<file path="src/rtl/fetch_sequencer.sv">
// Purpose: instruction fetch sequencer; drives the imem address from the PC, buffers fetched words for decode.
// Latency: the word at address A appears at OutInstr one cycle after PC==A, provided the FIFO has room.
// Backpressure: OutReady low fills the prefetch FIFO, then fetching stalls with the PC held.
//
// Ports:
//   Clk, Reset          rising-edge clock, asynchronous active-low reset
//   InstrAddress        byte address to imem (continuous copy of PC)
//   InstrData           combinational imem read data for InstrAddress
//   OutValid/OutReady   decode handshake; OutInstr/OutPCPlus4 carry the FIFO head
//   Redirect, RedirectTarget  flush and reload PC (low two target bits dropped)
//   Halt                level; stops new fetches while high
//   Misaligned          one-cycle pulse after a redirect whose target had bits [1:0] != 0
//   FetchFault          set when a fetch is attempted out of range, cleared by redirect
//   Halted              sequencer is in the HALTED state

// Purpose: generic synchronous FIFO with flush; head is presented combinationally.
// Latency: a pushed entry is visible at o_dat the cycle after the push when the FIFO was empty.
// Backpressure: caller must not push while o_full unless it pops in the same cycle.
module sync_fifo #(
  parameter int W     = 64,
  parameter int DEPTH = 2
) (
  input  logic         i_clk,
  input  logic         i_rst_n,
  input  logic         i_flush,
  input  logic         i_push,
  input  logic [W-1:0] i_push_dat,
  input  logic         i_pop,
  output logic         o_vld,
  output logic         o_full,
  output logic [W-1:0] o_dat
);
  localparam int AW = (DEPTH > 1) ? $clog2(DEPTH) : 1;

  logic [W-1:0]  r_mem [DEPTH];
  logic [AW-1:0] r_wptr;
  logic [AW-1:0] r_rptr;
  logic [AW:0]   r_count;
  logic [W-1:0]  r_last;
  logic          w_pop;

  assign o_vld  = (r_count != '0);
  assign o_full = (r_count == (AW+1)'(DEPTH));
  assign w_pop  = i_pop & o_vld;
  // When empty, keep showing the most recently popped entry instead of a stale slot.
  assign o_dat  = o_vld ? r_mem[r_rptr] : r_last;

  always_ff @(posedge i_clk or negedge i_rst_n) begin
    if (!i_rst_n) begin
      r_wptr  <= '0;
      r_rptr  <= '0;
      r_count <= '0;
      r_last  <= '0;
      for (int i = 0; i < DEPTH; i++) r_mem[i] <= '0;
    end else if (i_flush) begin
      r_wptr  <= '0;
      r_rptr  <= '0;
      r_count <= '0;
    end else begin
      if (i_push) begin
        r_mem[r_wptr] <= i_push_dat;
        r_wptr        <= r_wptr + 1'b1;
      end
      if (w_pop) begin
        r_last <= r_mem[r_rptr];
        r_rptr <= r_rptr + 1'b1;
      end
      case ({i_push, w_pop})
        2'b10:   r_count <= r_count + 1'b1;
        2'b01:   r_count <= r_count - 1'b1;
        default: r_count <= r_count;
      endcase
    end
  end
endmodule

module fetch_sequencer #(
  parameter logic [31:0] RESET_PC  = 32'h0000_0000,
  parameter int unsigned MEM_WORDS = 1024,
  parameter int          DEPTH     = 2
) (
  input  logic        Clk,
  input  logic        Reset,
  output logic [31:0] InstrAddress,
  input  logic [31:0] InstrData,
  output logic        OutValid,
  input  logic        OutReady,
  output logic [31:0] OutInstr,
  output logic [31:0] OutPCPlus4,
  input  logic        Redirect,
  input  logic [31:0] RedirectTarget,
  input  logic        Halt,
  output logic        Misaligned,
  output logic        FetchFault,
  output logic        Halted
);
  // 33-bit limit so a full 4 GiB memory would not overflow the comparison.
  localparam logic [32:0] C_LIMIT = 33'(MEM_WORDS) << 2;

  typedef enum logic [1:0] {S_RUN, S_HALTED, S_FAULT} state_t;

  state_t      r_state;
  state_t      w_state_nxt;
  logic [31:0] r_pc;
  logic [31:0] w_pc_nxt;
  logic [31:0] w_pc_plus4;
  logic        r_misaligned;
  logic        w_push;
  logic        w_flush;
  logic        w_pop;
  logic        w_full;
  logic        w_space;
  logic        w_in_range;
  logic [63:0] w_head;

  assign w_pc_plus4 = r_pc + 32'd4;
  assign w_in_range = ({1'b0, r_pc} < C_LIMIT);
  assign w_pop      = OutValid & OutReady;
  // A pop frees a slot in the same cycle, which keeps 1 instr/cycle with a full FIFO.
  assign w_space    = !w_full || w_pop;

  always_comb begin
    w_state_nxt = r_state;
    w_pc_nxt    = r_pc;
    w_push      = 1'b0;
    w_flush     = 1'b0;
    if (Redirect) begin
      w_flush     = 1'b1;
      w_pc_nxt    = {RedirectTarget[31:2], 2'b00};
      w_state_nxt = Halt ? S_HALTED : S_RUN;
    end else begin
      case (r_state)
        S_RUN: begin
          if (Halt) begin
            w_state_nxt = S_HALTED;
          end else if (w_space) begin
            if (w_in_range) begin
              w_push   = 1'b1;
              w_pc_nxt = w_pc_plus4;
            end else begin
              // PC stays put so the faulting address remains visible.
              w_state_nxt = S_FAULT;
            end
          end
        end
        S_HALTED: if (!Halt) w_state_nxt = S_RUN;
        S_FAULT:  w_state_nxt = S_FAULT;
        default:  w_state_nxt = S_RUN;
      endcase
    end
  end

  always_ff @(posedge Clk or negedge Reset) begin
    if (!Reset) begin
      r_state      <= S_RUN;
      r_pc         <= RESET_PC;
      r_misaligned <= 1'b0;
    end else begin
      r_state      <= w_state_nxt;
      r_pc         <= w_pc_nxt;
      r_misaligned <= Redirect && (RedirectTarget[1:0] != 2'b00);
    end
  end

  sync_fifo #(
    .W     (64),
    .DEPTH (DEPTH)
  ) u_fifo (
    .i_clk      (Clk),
    .i_rst_n    (Reset),
    .i_flush    (w_flush),
    .i_push     (w_push),
    .i_push_dat ({InstrData, w_pc_plus4}),
    .i_pop      (w_pop),
    .o_vld      (OutValid),
    .o_full     (w_full),
    .o_dat      (w_head)
  );

  assign InstrAddress = r_pc;
  assign OutInstr     = w_head[63:32];
  assign OutPCPlus4   = w_head[31:0];
  assign Misaligned   = r_misaligned;
  assign FetchFault   = (r_state == S_FAULT);
  assign Halted       = (r_state == S_HALTED);
endmodule

</file>
<file path="config.mk">
export PLATFORM = sky130hd
export DESIGN_NAME = fetch_sequencer
export DESIGN_NICKNAME = d
export VERILOG_FILES = /design/src/rtl/fetch_sequencer.sv
export SDC_FILE = /design/constraint.sdc
export NUM_CORES = 1
export LEC_CHECK = 0
export BUFFER_PORTS_ARGS = -buffer_cell sky130_fd_sc_hd__buf_2
export CORE_UTILIZATION = 45
export DETAILED_ROUTE_END_ITERATION = 8
export PLACE_DENSITY = 0.65
export SLEW_MARGIN = 20
export SYNTH_ARGS = -nofsm -noshare
export SYNTH_HDL_FRONTEND = slang
export SYNTH_HIERARCHICAL = 1
export SYNTH_SLANG_ARGS = --single-unit
export TNS_END_PERCENT = 50
</file>
<file path="constraint.sdc">
create_clock -name Clk -period 3.9 [get_ports Clk]
set_input_delay 0.39 -clock Clk [delete_from_list [all_inputs] [get_ports Clk]]
set_output_delay 0.39 -clock Clk [all_outputs]
set_load 0.005 [all_outputs]
</file>
==> out/metrics.csv <==
stage,metric,value,unit
timing,fin_setup_tns,0,ns
clocking,root_buffer,clkbuf_16,
logic_synthesis,synth_commonest_cells,"229 x dfrtp_1, 81 x nor2_1, 71 x o31ai_1",
drt,drt_first_pass_iters,4,
grt,antenna_found_initial,0,
worst_setup_path,cp.arrival,2.90,ns
timing,setup_viol,0,
timing,period_minus_slack,3.29,ns
power_and_ir_drop,clkPwrFrac,47.4,%
worst_setup_path,r2r.worst_path.cells,7,
worst_setup_path,path_cells,or2_4 > buf_4 > buf_4 > nor2_1 > a21oi_1 > buf_2,
clocking,clkTransAtPathRegs,0.06,ns
finish,area_growth_syn_to_layout,17.5,%
clocking,cts_buffers,26,
floorplan,die-area,25400,um^2
placement,numPortBuffers,166,
logic_synthesis,yosysWarnings,6,
clocking,cts_setup_buffers,0,
drt,drcViolationCount,0,
logic_synthesis,yosysMostFrequentCell,dfrtp_1,
floorplan,die_x,160,um
logic_synthesis,synth_area_leaders,"dfrtp_1 51%, mux2_4 8.1%, mux2_1 6.9%, mux2i_1 5.9%, o31ai_1 4.8%",
timing,period_share,84.3,%
finish,nets,1156,
drt,wl,25300,um
drt,final_antenna_net_count,0,
drt,vias,7783,
drt,wl_per_cell,17.7,um
worst_setup_path,r2r_setup_slack,0.66,ns
logic_synthesis,yosys.area.top_type_share,51.3,%
power_and_ir_drop,power.switching,1200,uW
worst_setup_path,crit_top_cell,buf_4,
finish,drive_gt1_share,27.7,%
power_and_ir_drop,max-vdd-ir-drop,0.315,mV
placement,place_area,12200,um^2
power_and_ir_drop,intPower,4090,uW
logic_synthesis,syn_area_per_cell,11.8,um^2
worst_setup_path,cp-end-kind,primary output,
logic_synthesis,postSynth.asyncResetShare,100,%
finish,diodes,0,
timing,max_slew_margin,39.5,%
power_and_ir_drop,pwr-share-seq,46.9,%
logic_synthesis,synth_area_leader_cell,dfrtp_1,
logic_synthesis,ys_ff_latch,229,
placement,place_congestion,0.774,
placement,detailed_place_hpwl,15800,um
worst_setup_path,worstSetupPathType,flip-flop to primary output,
worst_hold_path,min_from,RedirectTarget[0],
finish,final_area,13100,um^2
clocking,cts_max_path_buffers,3,
worst_hold_path,whs_path_depth,3,
grt,grt_pass1_wl,41500,um
floorplan,core_area,24300,um^2
worst_setup_path,worstPathMaxFanout,69,
job,cap_violations,0,
worst_setup_path,critPathRequiredTime,3.51,ns
timing,tightest_slew,0.907,ns
floorplan,die_h,160,um
logic_synthesis,synth_edf_count,0,
clocking,htree_levels,1,
power_and_ir_drop,powerDensity,403,nW/um^2
worst_setup_path,r2r_start,InstrAddress[25]$_DFFE_PN0P_,
worst_hold_path,hold_class,primary input to flip-flop,
worst_setup_path,crit_path_top_delay_cell,buf_4,
floorplan,io_pins,169,
worst_setup_path,timing.rr.end,u_fifo/r_mem[42]$_DFFE_PN0P_,
floorplan,num_rows,57,
logic_synthesis,netlist_area,11200,um^2
grt,grt.total_usage,20.1,%
grt,grt_overflow,0,
drt,avgViaCountPerCell,5.45,
logic_synthesis,synth.distinct_cells,46,
power_and_ir_drop,power_frac_comb,5.7,%
timing,fin_skew,0.0150,ns
power_and_ir_drop,leakage,0.00636,uW
logic_synthesis,synth-seq-area-share,51.3,%
logic_synthesis,syn_inst,946,
clocking,tritoncts,yes,
worst_hold_path,min_to,Misaligned$_DFF_PN0_,
timing,rsz0062_at_grt,no,
outcome,status,finished clean,
grt,grt_max_degree,130,
grt,grt_pass1_vias,7827,
power_and_ir_drop,swShare,22.7,%
timing,slew_violations,0,
worst_setup_path,cpPeakStageDelay,0.68,ns
timing,fin_hold_ws,0.0757,ns
clocking,cts.sinks,229,
logic_synthesis,synthFlopType,dfrtp_1,
timing,max_freq,304,MHz
timing,hold_viol,0,
clocking,worstSkewPairLatency,0.52,ns
drt,drt_iter0_drc,373,
worst_setup_path,crit_path_start_kind,flip-flop,
floorplan,start_util,45.9,%
## registers in the layout (all words and copies together) (netlist names)
signal	cells
u_fifo/r_mem	128
u_fifo/r_last	64
InstrAddress	30
r_state	2
u_fifo/r_count	2
Misaligned	1
u_fifo/r_rptr	1
u_fifo/r_wptr	1
## timing repair
action	CTS	global route
hold buffers	1	0
setup endpoints to repair	0	0
endpoints found under the hold margin	92	0
gates resized for setup	0	0
## how the worst max path moves through the flow
stage / startpoint / to / slack, ns / cells past startpoint
final: u_fifo/r_count[0]$_DFFE_PN0P_ / OutPCPlus4[12] / 0.61 / 6
after global routing: u_fifo/r_count[0]$_DFFE_PN0P_ / OutPCPlus4[12] / 0.40 / 6
after CTS: u_fifo/r_count[0]$_DFFE_PN0P_ / OutPCPlus4[12] / 0.57 / 6
after detailed placement: InstrAddress[25]$_DFFE_PN0P_ / u_fifo/r_mem[1]$_DFFE_PN0P_ / 0.65 / 7
after global placement: InstrAddress[25]$_DFFE_PN0P_ / u_fifo/r_mem[0]$_DFFE_PN0P_ / 0.70 / 7
after floorplan: u_fifo/r_count[0]$_DFFE_PN0P_ / u_fifo/r_mem[76]$_DFFE_PN0P_ / 0.42 / 11
## critical path, delay by kind of cell (launching register included)
family,cells,cell delay [ns]
flops,1,0.48
compound gates,1,0.25
buf+inv,3,1.34
simple gates,2,0.26
## power by group through the flow
stage	Combinational [uW]	Clock, uW	Sequential [uW]
floorplan	144	0	2510
global placement	299	0	2520
detailed placement	303	0	2520
CTS	307	2570	2480
global route	340	2660	2490
finish	299	2510	2480
## logic make-up (layout without fill, tap and decap cells)
kind of cell             count (synthesis)  after routing  synth area share (%)
AO/OA/AOI/OAI                          227            227                  12.1
XOR/XNOR                                30             30                  2.35
adder cells (fa/ha/maj)                  1              1                 0.112
buffers and inverters                   83            237                  4.16
flip-flops                             229            229                  51.3
multiplexers                           210            210                  22.5
other                                    1              6                0.0336
AND/OR/NAND/NOR                        165            165                  7.42
## layout by cell type (no fill, tap or decap), types with 14 or more instances in the layout
cell / synthesis / routed
a21oi_1: 67 / 67
nor2_1: 81 / 81
buf_2: 11 / 164
mux2_1: 68 / 68
o31ai_1: 71 / 71
xor2_1: 15 / 15
xnor2_1: 15 / 15
dfrtp_1: 229 / 228
clkbuf_16: 0 / 27
mux2_4: 60 / 60
nand2_1: 15 / 15
o21ai_1: 61 / 60
mux2_2: 16 / 16
mux2i_1: 66 / 66
nand3_1: 14 / 14
## per-layer routing
metal / vias up / track usage [%] / part of all wire [%]
met5: - / 0 / 0
li1: 3711 / - / -
met2: 179 / 31.9 / 45
met1: 3858 / 28.5 / 49
met3: 35 / 3.07 / 4.0
met4: 0 / 5.94 / 2.4
## cell type report
type,instances,area [um^2]
multi-input cells,639,5000
inverters,8,30.0
clock buffers,42,812
repair buffers,182,1050
clock inverters,5,81.3
flip-flops and latches,229,5730
well taps,324,405
fillers,2136,11200
## stage by stage
step | worst slack (ns) | cells | power [uW] | utilization (%)
finish | 0.614 | 1429 | 5290 | 53.9
global route | 0.402 | 1429 | 5490 | 53.9
CTS | 0.569 | 1429 | 5350 | 53.9
detailed placement | 0.647 | 1381 | 2830 | 50.2
global placement | 0.704 | 1381 | 2820 | 50.2
floorplan | 0.419 | 951 | 2650 | -
No activity file was read; power rests on OpenSTA's default activity.
